$ cat src/rtl/uart_reg_bridge_pkg.sv
// Shared constants and state encoding for the UART-to-register-bus command bridge.
package uart_reg_bridge_pkg;

  localparam logic [7:0] OP_WR   = 8'h57;
  localparam logic [7:0] OP_RD   = 8'h52;
  localparam logic [7:0] RSP_ACK = 8'h41;
  localparam logic [7:0] RSP_ERR = 8'h45;
  localparam logic [7:0] RSP_TMO = 8'h54;
  localparam logic [7:0] RSP_OVR = 8'h4F;

  typedef enum logic [2:0] {
    IDLE,
    GET_ADDR,
    GET_DATA,
    BUS,
    SEND
  } state_t;

endpackage

$ cat src/rtl/uart_reg_bridge_if.sv
// Byte streams from/to the UART plus the register-bus request/ack channel.
interface uart_reg_bridge_if #(
  parameter int unsigned DATA_WIDTH = 8,
  parameter int unsigned ADDR_WIDTH = 8
) ();
  logic [DATA_WIDTH-1:0] rx_data;
  logic                  rx_valid;
  logic [DATA_WIDTH-1:0] tx_data;
  logic                  tx_valid;
  logic                  tx_ready;
  logic                  bus_req;
  logic                  bus_we;
  logic [ADDR_WIDTH-1:0] bus_addr;
  logic [DATA_WIDTH-1:0] bus_wdata;
  logic                  bus_ack;
  logic [DATA_WIDTH-1:0] bus_rdata;

  modport master (
    input  rx_data, rx_valid, tx_ready, bus_ack, bus_rdata,
    output tx_data, tx_valid, bus_req, bus_we, bus_addr, bus_wdata
  );

  modport slave (
    output rx_data, rx_valid, tx_ready, bus_ack, bus_rdata,
    input  tx_data, tx_valid, bus_req, bus_we, bus_addr, bus_wdata
  );
endinterface

$ cat src/rtl/uart_reg_bridge_timer.sv
// Loadable down-counter; expired is high once PERIOD enabled cycles have elapsed since load.
module uart_reg_bridge_timer #(
  parameter int unsigned PERIOD = 256
) (
  input  logic clk,
  input  logic rst,
  input  logic load,
  input  logic en,
  output logic expired
);
  localparam int unsigned W = $clog2(PERIOD + 1);

  logic [W-1:0] cnt;

  // Loading PERIOD-1 makes the zero count coincide with the last waiting cycle.
  always_ff @(posedge clk) begin
    if (rst) begin
      cnt <= '0;
    end else if (load) begin
      cnt <= W'(PERIOD - 1);
    end else if (en && (cnt != '0)) begin
      cnt <= cnt - 1'b1;
    end
  end

  assign expired = (cnt == '0);
endmodule

$ cat src/rtl/uart_reg_bridge.sv
// Decodes W/R commands from the UART byte stream, runs one register-bus access, returns one byte.
module uart_reg_bridge
  import uart_reg_bridge_pkg::*;
#(
  parameter int unsigned DATA_WIDTH  = 8,
  parameter int unsigned ADDR_WIDTH  = 8,
  parameter int unsigned TIMEOUT_CYC = 1_000_000,
  parameter int unsigned BUS_TMO_CYC = 256
) (
  input  logic              clk,
  input  logic              rst,
  uart_reg_bridge_if.master bif
);
  state_t                state, state_n;
  logic                  we_q, we_n;
  logic [ADDR_WIDTH-1:0] addr_q, addr_n;
  logic [DATA_WIDTH-1:0] wdata_q, wdata_n;
  logic [DATA_WIDTH-1:0] resp_q, resp_n;
  logic                  ovr_q, ovr_n;
  logic                  bus_load;
  logic                  ibt_exp;
  logic                  bus_exp;

  uart_reg_bridge_timer #(.PERIOD(TIMEOUT_CYC)) u_ibt (
    .clk     (clk),
    .rst     (rst),
    .load    (bif.rx_valid),
    .en      ((state == GET_ADDR) || (state == GET_DATA)),
    .expired (ibt_exp)
  );

  uart_reg_bridge_timer #(.PERIOD(BUS_TMO_CYC)) u_bus_tmo (
    .clk     (clk),
    .rst     (rst),
    .load    (bus_load),
    .en      (state == BUS),
    .expired (bus_exp)
  );

  always_ff @(posedge clk) begin
    if (rst) begin
      state   <= IDLE;
      we_q    <= 1'b0;
      addr_q  <= '0;
      wdata_q <= '0;
      resp_q  <= '0;
      ovr_q   <= 1'b0;
    end else begin
      state   <= state_n;
      we_q    <= we_n;
      addr_q  <= addr_n;
      wdata_q <= wdata_n;
      resp_q  <= resp_n;
      ovr_q   <= ovr_n;
    end
  end

  always_comb begin
    state_n  = state;
    we_n     = we_q;
    addr_n   = addr_q;
    wdata_n  = wdata_q;
    resp_n   = resp_q;
    ovr_n    = ovr_q;
    bus_load = 1'b0;

    if (((state == BUS) || (state == SEND)) && bif.rx_valid) ovr_n = 1'b1;

    case (state)
      IDLE: begin
        if (bif.rx_valid) begin
          if (bif.rx_data == OP_WR) begin
            we_n    = 1'b1;
            state_n = GET_ADDR;
          end else if (bif.rx_data == OP_RD) begin
            we_n    = 1'b0;
            state_n = GET_ADDR;
          end else begin
            resp_n  = RSP_ERR;
            state_n = SEND;
          end
        end
      end
      GET_ADDR: begin
        if (bif.rx_valid) begin
          addr_n = bif.rx_data[ADDR_WIDTH-1:0];
          if (we_q) begin
            state_n = GET_DATA;
          end else begin
            state_n  = BUS;
            bus_load = 1'b1;
          end
        end else if (ibt_exp) begin
          state_n = IDLE;
        end
      end
      GET_DATA: begin
        if (bif.rx_valid) begin
          wdata_n  = bif.rx_data;
          state_n  = BUS;
          bus_load = 1'b1;
        end else if (ibt_exp) begin
          state_n = IDLE;
        end
      end
      BUS: begin
        // An overrun byte arriving on the ack cycle itself still poisons this response.
        if (bif.bus_ack) begin
          state_n = SEND;
          if (ovr_n) begin
            resp_n = RSP_OVR;
            ovr_n  = 1'b0;
          end else begin
            resp_n = we_q ? RSP_ACK : bif.bus_rdata;
          end
        end else if (bus_exp) begin
          state_n = SEND;
          resp_n  = RSP_TMO;
        end
      end
      SEND: begin
        if (bif.tx_ready) state_n = IDLE;
      end
      default: state_n = IDLE;
    endcase
  end

  assign bif.bus_req   = (state == BUS);
  assign bif.bus_we    = we_q;
  assign bif.bus_addr  = addr_q;
  assign bif.bus_wdata = wdata_q;
  assign bif.tx_valid  = (state == SEND);
  assign bif.tx_data   = resp_q;
endmodule

$ cat src/flat_wrapper.sv
// flat-port wrapper written by rule: the top's interface ports become plain ports
module uart_reg_bridge_flat import uart_reg_bridge_pkg::*;
#(
  parameter int unsigned DATA_WIDTH  = 8,
  parameter int unsigned ADDR_WIDTH  = 8,
  parameter int unsigned TIMEOUT_CYC = 1_000_000,
  parameter int unsigned BUS_TMO_CYC = 256
)
  (clk, rst, bif_rx_data, bif_rx_valid, bif_tx_ready, bif_bus_ack, bif_bus_rdata, bif_tx_data, bif_tx_valid, bif_bus_req, bif_bus_we, bif_bus_addr, bif_bus_wdata);
  uart_reg_bridge_if #(.DATA_WIDTH(DATA_WIDTH), .ADDR_WIDTH(ADDR_WIDTH)) bif_i ();
  input  logic clk;
  input  logic rst;
  input wire logic [$bits(bif_i.rx_data)-1:0] bif_rx_data;
  input wire logic [$bits(bif_i.rx_valid)-1:0] bif_rx_valid;
  input wire logic [$bits(bif_i.tx_ready)-1:0] bif_tx_ready;
  input wire logic [$bits(bif_i.bus_ack)-1:0] bif_bus_ack;
  input wire logic [$bits(bif_i.bus_rdata)-1:0] bif_bus_rdata;
  output wire logic [$bits(bif_i.tx_data)-1:0] bif_tx_data;
  output wire logic [$bits(bif_i.tx_valid)-1:0] bif_tx_valid;
  output wire logic [$bits(bif_i.bus_req)-1:0] bif_bus_req;
  output wire logic [$bits(bif_i.bus_we)-1:0] bif_bus_we;
  output wire logic [$bits(bif_i.bus_addr)-1:0] bif_bus_addr;
  output wire logic [$bits(bif_i.bus_wdata)-1:0] bif_bus_wdata;
  assign bif_i.rx_data = bif_rx_data;
  assign bif_i.rx_valid = bif_rx_valid;
  assign bif_i.tx_ready = bif_tx_ready;
  assign bif_i.bus_ack = bif_bus_ack;
  assign bif_i.bus_rdata = bif_bus_rdata;
  assign bif_tx_data = bif_i.tx_data;
  assign bif_tx_valid = bif_i.tx_valid;
  assign bif_bus_req = bif_i.bus_req;
  assign bif_bus_we = bif_i.bus_we;
  assign bif_bus_addr = bif_i.bus_addr;
  assign bif_bus_wdata = bif_i.bus_wdata;
  uart_reg_bridge #(.DATA_WIDTH(DATA_WIDTH), .ADDR_WIDTH(ADDR_WIDTH), .TIMEOUT_CYC(TIMEOUT_CYC), .BUS_TMO_CYC(BUS_TMO_CYC)) u_core (.clk(clk), .rst(rst), .bif(bif_i));
endmodule
$ cat config.mk
export PLATFORM = sky130hd
export DESIGN_NAME = uart_reg_bridge_flat
export DESIGN_NICKNAME = d
export VERILOG_FILES = /design/src/rtl/uart_reg_bridge_pkg.sv /design/src/rtl/uart_reg_bridge_if.sv /design/src/rtl/uart_reg_bridge_timer.sv /design/src/rtl/uart_reg_bridge.sv /design/src/flat_wrapper.sv
export SDC_FILE = /design/constraint.sdc
export NUM_CORES = 1
export LEC_CHECK = 0
export CORE_MARGIN = 4
export CORE_UTILIZATION = 57
export CTS_CLUSTER_DIAMETER = 200
export DETAILED_ROUTE_END_ITERATION = 6
export PLACE_DENSITY = 0.91
export SLEW_MARGIN = 30
export SYNTH_ARGS = -nofsm -noshare
export SYNTH_HDL_FRONTEND = slang
export SYNTH_HIERARCHICAL = 1
export SYNTH_SLANG_ARGS = --single-unit
$ cat constraint.sdc
create_clock -name clk -period 6.6 [get_ports clk]
set_input_delay 1.32 -clock clk [delete_from_list [all_inputs] [get_ports clk]]
set_output_delay 1.32 -clock clk [all_outputs]
set_load 0.005 [all_outputs]
==> impl_metrics.ini <==
[outcome]
status = completed

[global_route]
grt_pass1_wl_mm = 11.6
grt_util_met2_pct = 40.4
grt_util_met3_pct = 7.22
top_usage_layer = met2
grt_pass1_vias = 2626
grt_util_met1_pct = 27.5
grt_overflow = 0
grt_usage_pct = 23.5
antenna_found_initial = 0
grt_start_max_net_pins = 55

[yosys]
synth_edf_count = 0
async_flop_share_pct = 0
synth_common_cells = 58 x dfxtp_1, 48 x a21oi_1, 41 x nand2_1, 18 x nor2_1, 13 x inv_1
synth-main-ff-cell = dfxtp_1
ys_warn_count = 6
syn_avg_cell_area_um2 = 8.38
post-synth-top-area-cell = dfxtp_1
synth_fp_nets = 357
synthCells = 334
synth_area_um2 = 2800
post-synth-top-count-cell = dfxtp_1
yosys.area.top_type_share_pct = 41.5
synthTopCellsByArea = dfxtp_1 41%, a21oi_1 8.6%, nand2_1 5.5%
ys_seq_area_share_pct = 41.5
synthDistinctLibCells = 62
ys_seq_elements = 58

[setup_path]
worst-setup-path-type = primary input to flop
worstSetupStartpoint = bif_rx_valid
critPathCapture = u_core/bif.tx_data[4]
crit_arrival_ns = 3.48
reg2reg_depth = 6
r2r_setup_slack_ns = 4.00
reg2reg_from = u_core/u_bus_tmo/cnt[4]
start_kind = primary input
cp.required_ns = 6.85
cp_max_fo = 17
cp-end-kind = flop
rr_endpoint = u_core/bif.tx_data[4]

[floorplan]
die_h_um = 78.1
start_util_pct = 58.9
die_width_um = 78.1
num_rows = 25
pin_count = 48
core_area_um2 = 4750
die-area_um2 = 6100

[pwr]
power.density_nw_per_um2 = 224
p_leak_nw = 1.21
ir_drop_uv = 147

[sta]
finalHoldViolCount = 0
min_period_ns = 3.23
fin_setup_tns_ns = 0
max_slew.worst_pin.slew_ns = 0.941
relSlewSlack_pct = 37.2
fin_skew_ns = 0.00938
setup_violations = 0
fin_crit_sh_pct = 48.9
clock.fmax_mhz = 310
report.final.slew_viol_count = 0
rsz0062_at_grt = false

[hold_path]
worstHoldStart = u_core/bif.bus_wdata[0]
hp-class = flop to flop

[clock_tree]
cts-root-buf = clkbuf_8
cts.sinks = 58
insertion_delay_ns = 0.34
cts-resized-gates = 0
clockBufferDepth = 2
cts_tree = built
cts_made_buffers = 9
path_clk_slew_ns = 0.06
cts_hold_buf = 0
cts_max_level = 3
cts_setup_buffers = 0

[final_layout]
drive_gt1_share_pct = 7.33
areaGrowthSynthToFinish_pct = 24.8
antenna_cells = 0
layoutNonFillerInstCount = 449
layout.nets = 400
nFillCells = 362

[detailed_routing]
num_vias = 2706
wl_per_cell_um = 15.4
vias_per_cell = 6.03
ant_nets = 0
routed_wirelength_mm = 6.91
dr.first_iter.drc_count = 146
drc = 0
first_pass_iters = 5

[placed_design]
place.gp.congestion = 0.858
numPortBuffers = 47
dp.cells = 433
hpwl_mm = 4.63

[flow_run]
maxCapViolCount = 0
-- per-stage QoR --
| step | total power, mW | setup slack, ns | area, um2 | hold WS (ns) | utilization, % |
|---|---|---|---|---|---|
| 6_report | 0.782 | 3.37 | 3500 | 0.459 | 73.5 |
| 3_3_place_gp | 0.431 | 3.19 | 3280 | 0.441 | 68.9 |
| 3_5_place_dp | 0.433 | 3.11 | 3280 | 0.446 | 68.9 |
| 4_1_cts | 0.787 | 3.44 | 3500 | 0.458 | 73.5 |
| 5_1_grt | 0.810 | 3.30 | 3500 | 0.486 | 73.5 |
| 2_1_floorplan | 0.407 | 4.10 | 2800 | 0.438 | - |
-- power breakdown --
group / switching [mW] / total (mW) / internal, mW
Combinational: 0.0338 / 0.0628 / 0.0290
Sequential: 0.00684 / 0.365 / 0.358
Clock: 0.143 / 0.355 / 0.211
-- worst min path at each step --
stage | to | cells past startpoint
after global routing | u_core/bif.bus_wdata[0] | 2
after floorplan | u_core/u_ibt/cnt[18] | 2
final | u_core/bif.bus_wdata[0] | 2
after global placement | u_core/bif.bus_addr[0] | 2
after CTS | u_core/bif.bus_wdata[0] | 2
after detailed placement | u_core/bif.bus_wdata[4] | 2
-- flip-flops by register name (all words and copies together) (netlist names) --
signal and cells:
u_core/bif.bus_addr 8, u_core/bif.bus_wdata 8, u_core/bif.bus_we 1, u_core/bif.tx_data 8, u_core/ovr_q 1, u_core/state 3
u_core/u_bus_tmo/cnt 9, u_core/u_ibt/cnt 20
-- kinds of logic after synthesis --
kind of cell | synth area share [%]
buffers and inverters | 4.56
xor gates and xnor gates | 5.32
AOI/OAI and AO/OA | 21.6
DFF | 41.5
and+or+nand+nor | 25.8
muxes | 0.357
adders and majority gates | 0.894
-- per-layer routing --
metal / up-vias / part of all wire (%) / routed length [um]
li1: 1297 / - / -
met1: 1285 / 40 / 2750
met2: 116 / 53 / 3640
met3: 8 / 6.7 / 463
met4: 0 / 0.80 / 55
met5: - / 0 / 0
-- critical path, stage by stage --
cell and delay [ns]:
clkdlybuf4s50_1 0.83, nor3_1 0.13, a2111o_1 0.51, or4b_1 0.52, a21oi_1 0.17
-- cells in the final DEF, fill, tap and decap left out, types with 3 or more instances in the layout --
cell / instances
xnor2_1: 6
nand2_1: 41
inv_1: 13
a31oi_1: 4
o21ai_1: 6
and3_1: 3
xor2_1: 11
dfxtp_1: 58
clkbuf_8: 9
o21ai_0: 6
nor2b_1: 4
nand3_1: 8
nand4_1: 3
or3_1: 9
nor4_1: 7
clkdlybuf4s50_1: 46
nor3_1: 8
and2_1: 4
a211oi_1: 3
nand2b_1: 6
nor2_1: 18
a21oi_1: 48
-- final cells by class --
type,count,area (um2),share of cell area (%)
Multi-Input combinational cell,247,1510,43.2
Clock buffer,9,124,3.54
Sequential cell,58,1160,33.2
Tap cell,67,83.8,2.40
Clock inverter,7,93.8,2.68
Inverter,13,48.8,1.40
Timing Repair Buffer,48,473,13.5
Power figures use the tool's default switching activity.
==> patch, RTL diff (same settings) <==
The 5 states of `state_t` get a one-hot encoding in 5 bits.
--- a/src/rtl/uart_reg_bridge_pkg.sv
+++ b/src/rtl/uart_reg_bridge_pkg.sv
@@ -10,8 +10,8 @@
 
-  typedef enum logic [2:0] {
-    IDLE,
-    GET_ADDR,
-    GET_DATA,
-    BUS,
-    SEND
+  typedef enum logic [4:0] {
+    IDLE     = 5'b00001,
+    GET_ADDR = 5'b00010,
+    GET_DATA = 5'b00100,
+    BUS      = 5'b01000,
+    SEND     = 5'b10000
   } state_t;
Behaviour: no difference found for any inputs over 10 cycles, from zero or initial values and one cycle with rst high; not proved beyond that.
==> patch against the unedited design <==
  * Die area up 6.5%
  * Clock skew up 0.00064 ns
  * Sequential cell count up 2
  * Setup slack worse by 0.70 ns
  * Synthesized area up 7.3%
  * Critical path depth unchanged
  * Wire length up 7.2%
  * Combinational power up 19%
  * Power up 11%
  * Fmax down 18%
  * Final area up 6.1%
  * Highest routed layer unchanged
==> patch: results (changes against the unedited design) <==
The number of placed instances, taps included came out at 430 (-0.69%). The maximum fanout encountered on the critical timing path came to 15 (-2). After synthesis, the most frequently instantiated cells are sky130_fd_sc_hd__dfxtp_1 (60), sky130_fd_sc_hd__nor2_1 (39), sky130_fd_sc_hd__a21oi_1 (28).

The routed wire length per instance is 16.6 um (+7.9%). The fraction of final layout cells with drive strength greater than 1 came to 9.57% (+2.2 points). The leakage dissipation came out at 1.42 nW (+17%). The via count of the routed design is 2717 (+0.41%). The worst relative slew slack is 35.0% (-2.3 points). The synthesized area per cell came out at 9.10 um^2 (+8.6%). The startpoint identified for the worst hold timing path is u_core/bif.tx_data[2]. The flow ran to the end, and the final reports show no timing, DRC or antenna violations. The switching component of the power came out at 0.192 mW (+4.2%). The number of filler cells placed in the layout came out at 381 (+5.2%). The startpoint identified for the worst register-to-register timing path is u_core/state[4]. The initial detailed-routing violation count is 252 (+73%). The global-route wire length before repair came out at 12100 um (+4.5%). The total routing resource utilization after global routing is 24.1% (+0.58 points). The power dissipated in combinational cells is 0.0746 mW (+19%). The sequential share of the synthesized area came out at 40.0% (-1.5 points). The placement-stage worst setup slack was 2.48 ns (-0.633 ns).

The share of power burned in registers is 43.7% (-2.9 points). The met3 layer usage reported by global route is 6.05% (-1.2 points). The wire length on met3 is 448 um (-3.2%). The wire length on met1 was 3040 um (+10%). The sum of net half-perimeters after detailed placement was 4860 um (+5.0%). The net count after synthesis is 353 (-1.1%).
## patch: changes by cell type in the layout (fill, tap and decap cells not counted), sizes merged, moves of 3 or more
cell and delta:
a21oi -20, inv +3, nand4 +3, o31ai +6, clkbuf +3, nand2 -38, nor2 +21, mux2i +16
and2 -4
## patch: cell families after synthesis
kind of cell	synth area share, %
and+or+nand+nor	23.6
muxes	5.66
AOI/OAI and AO/OA	19.0
adders and majority gates	0.833
buffers and inverters	5.71
DFF	40.0
xor gates and xnor gates	5.25
## patch: final timing paths
path         cells after the start  slack (ns)                      end
max                              5        2.67  u_core/u_bus_tmo/cnt[1]
min                              2        0.46    u_core/bif.tx_data[2]
max reg2reg                      7        3.70  u_core/u_bus_tmo/cnt[5]
min reg2reg                      2        0.46    u_core/bif.tx_data[2]
## patch: critical path, cell delays in order
cell	delay, ns
sky130_fd_sc_hd__clkdlybuf4s50_1	0.80
sky130_fd_sc_hd__nand4_1	0.64
sky130_fd_sc_hd__o21ai_0	0.84
sky130_fd_sc_hd__inv_1	0.25
sky130_fd_sc_hd__a311oi_1	0.30
## patch: cell type report
class / count / area [um^2] / area share, %
Timing Repair Buffer: 48 / 473 / 12.7
Tap cell: 70 / 87.6 / 2.36
Clock buffer: 12 / 155 / 4.18
Sequential cell: 60 / 1200 / 32.4
Inverter: 16 / 60.1 / 1.62
Multi-Input combinational cell: 236 / 1640 / 44.1
Clock inverter: 4 / 95.1 / 2.56
## patch: stage by stage
stage	power (mW)	hold slack (ns)	util [%]	cell area, um^2
global route	0.899	0.480	72.6	3710
CTS	0.871	0.461	72.6	3710
finish	0.868	0.462	72.6	3710
detailed placement	0.459	0.450	67.7	3460
global placement	0.457	0.446	67.7	3460
floorplan	0.433	0.438	-	3000
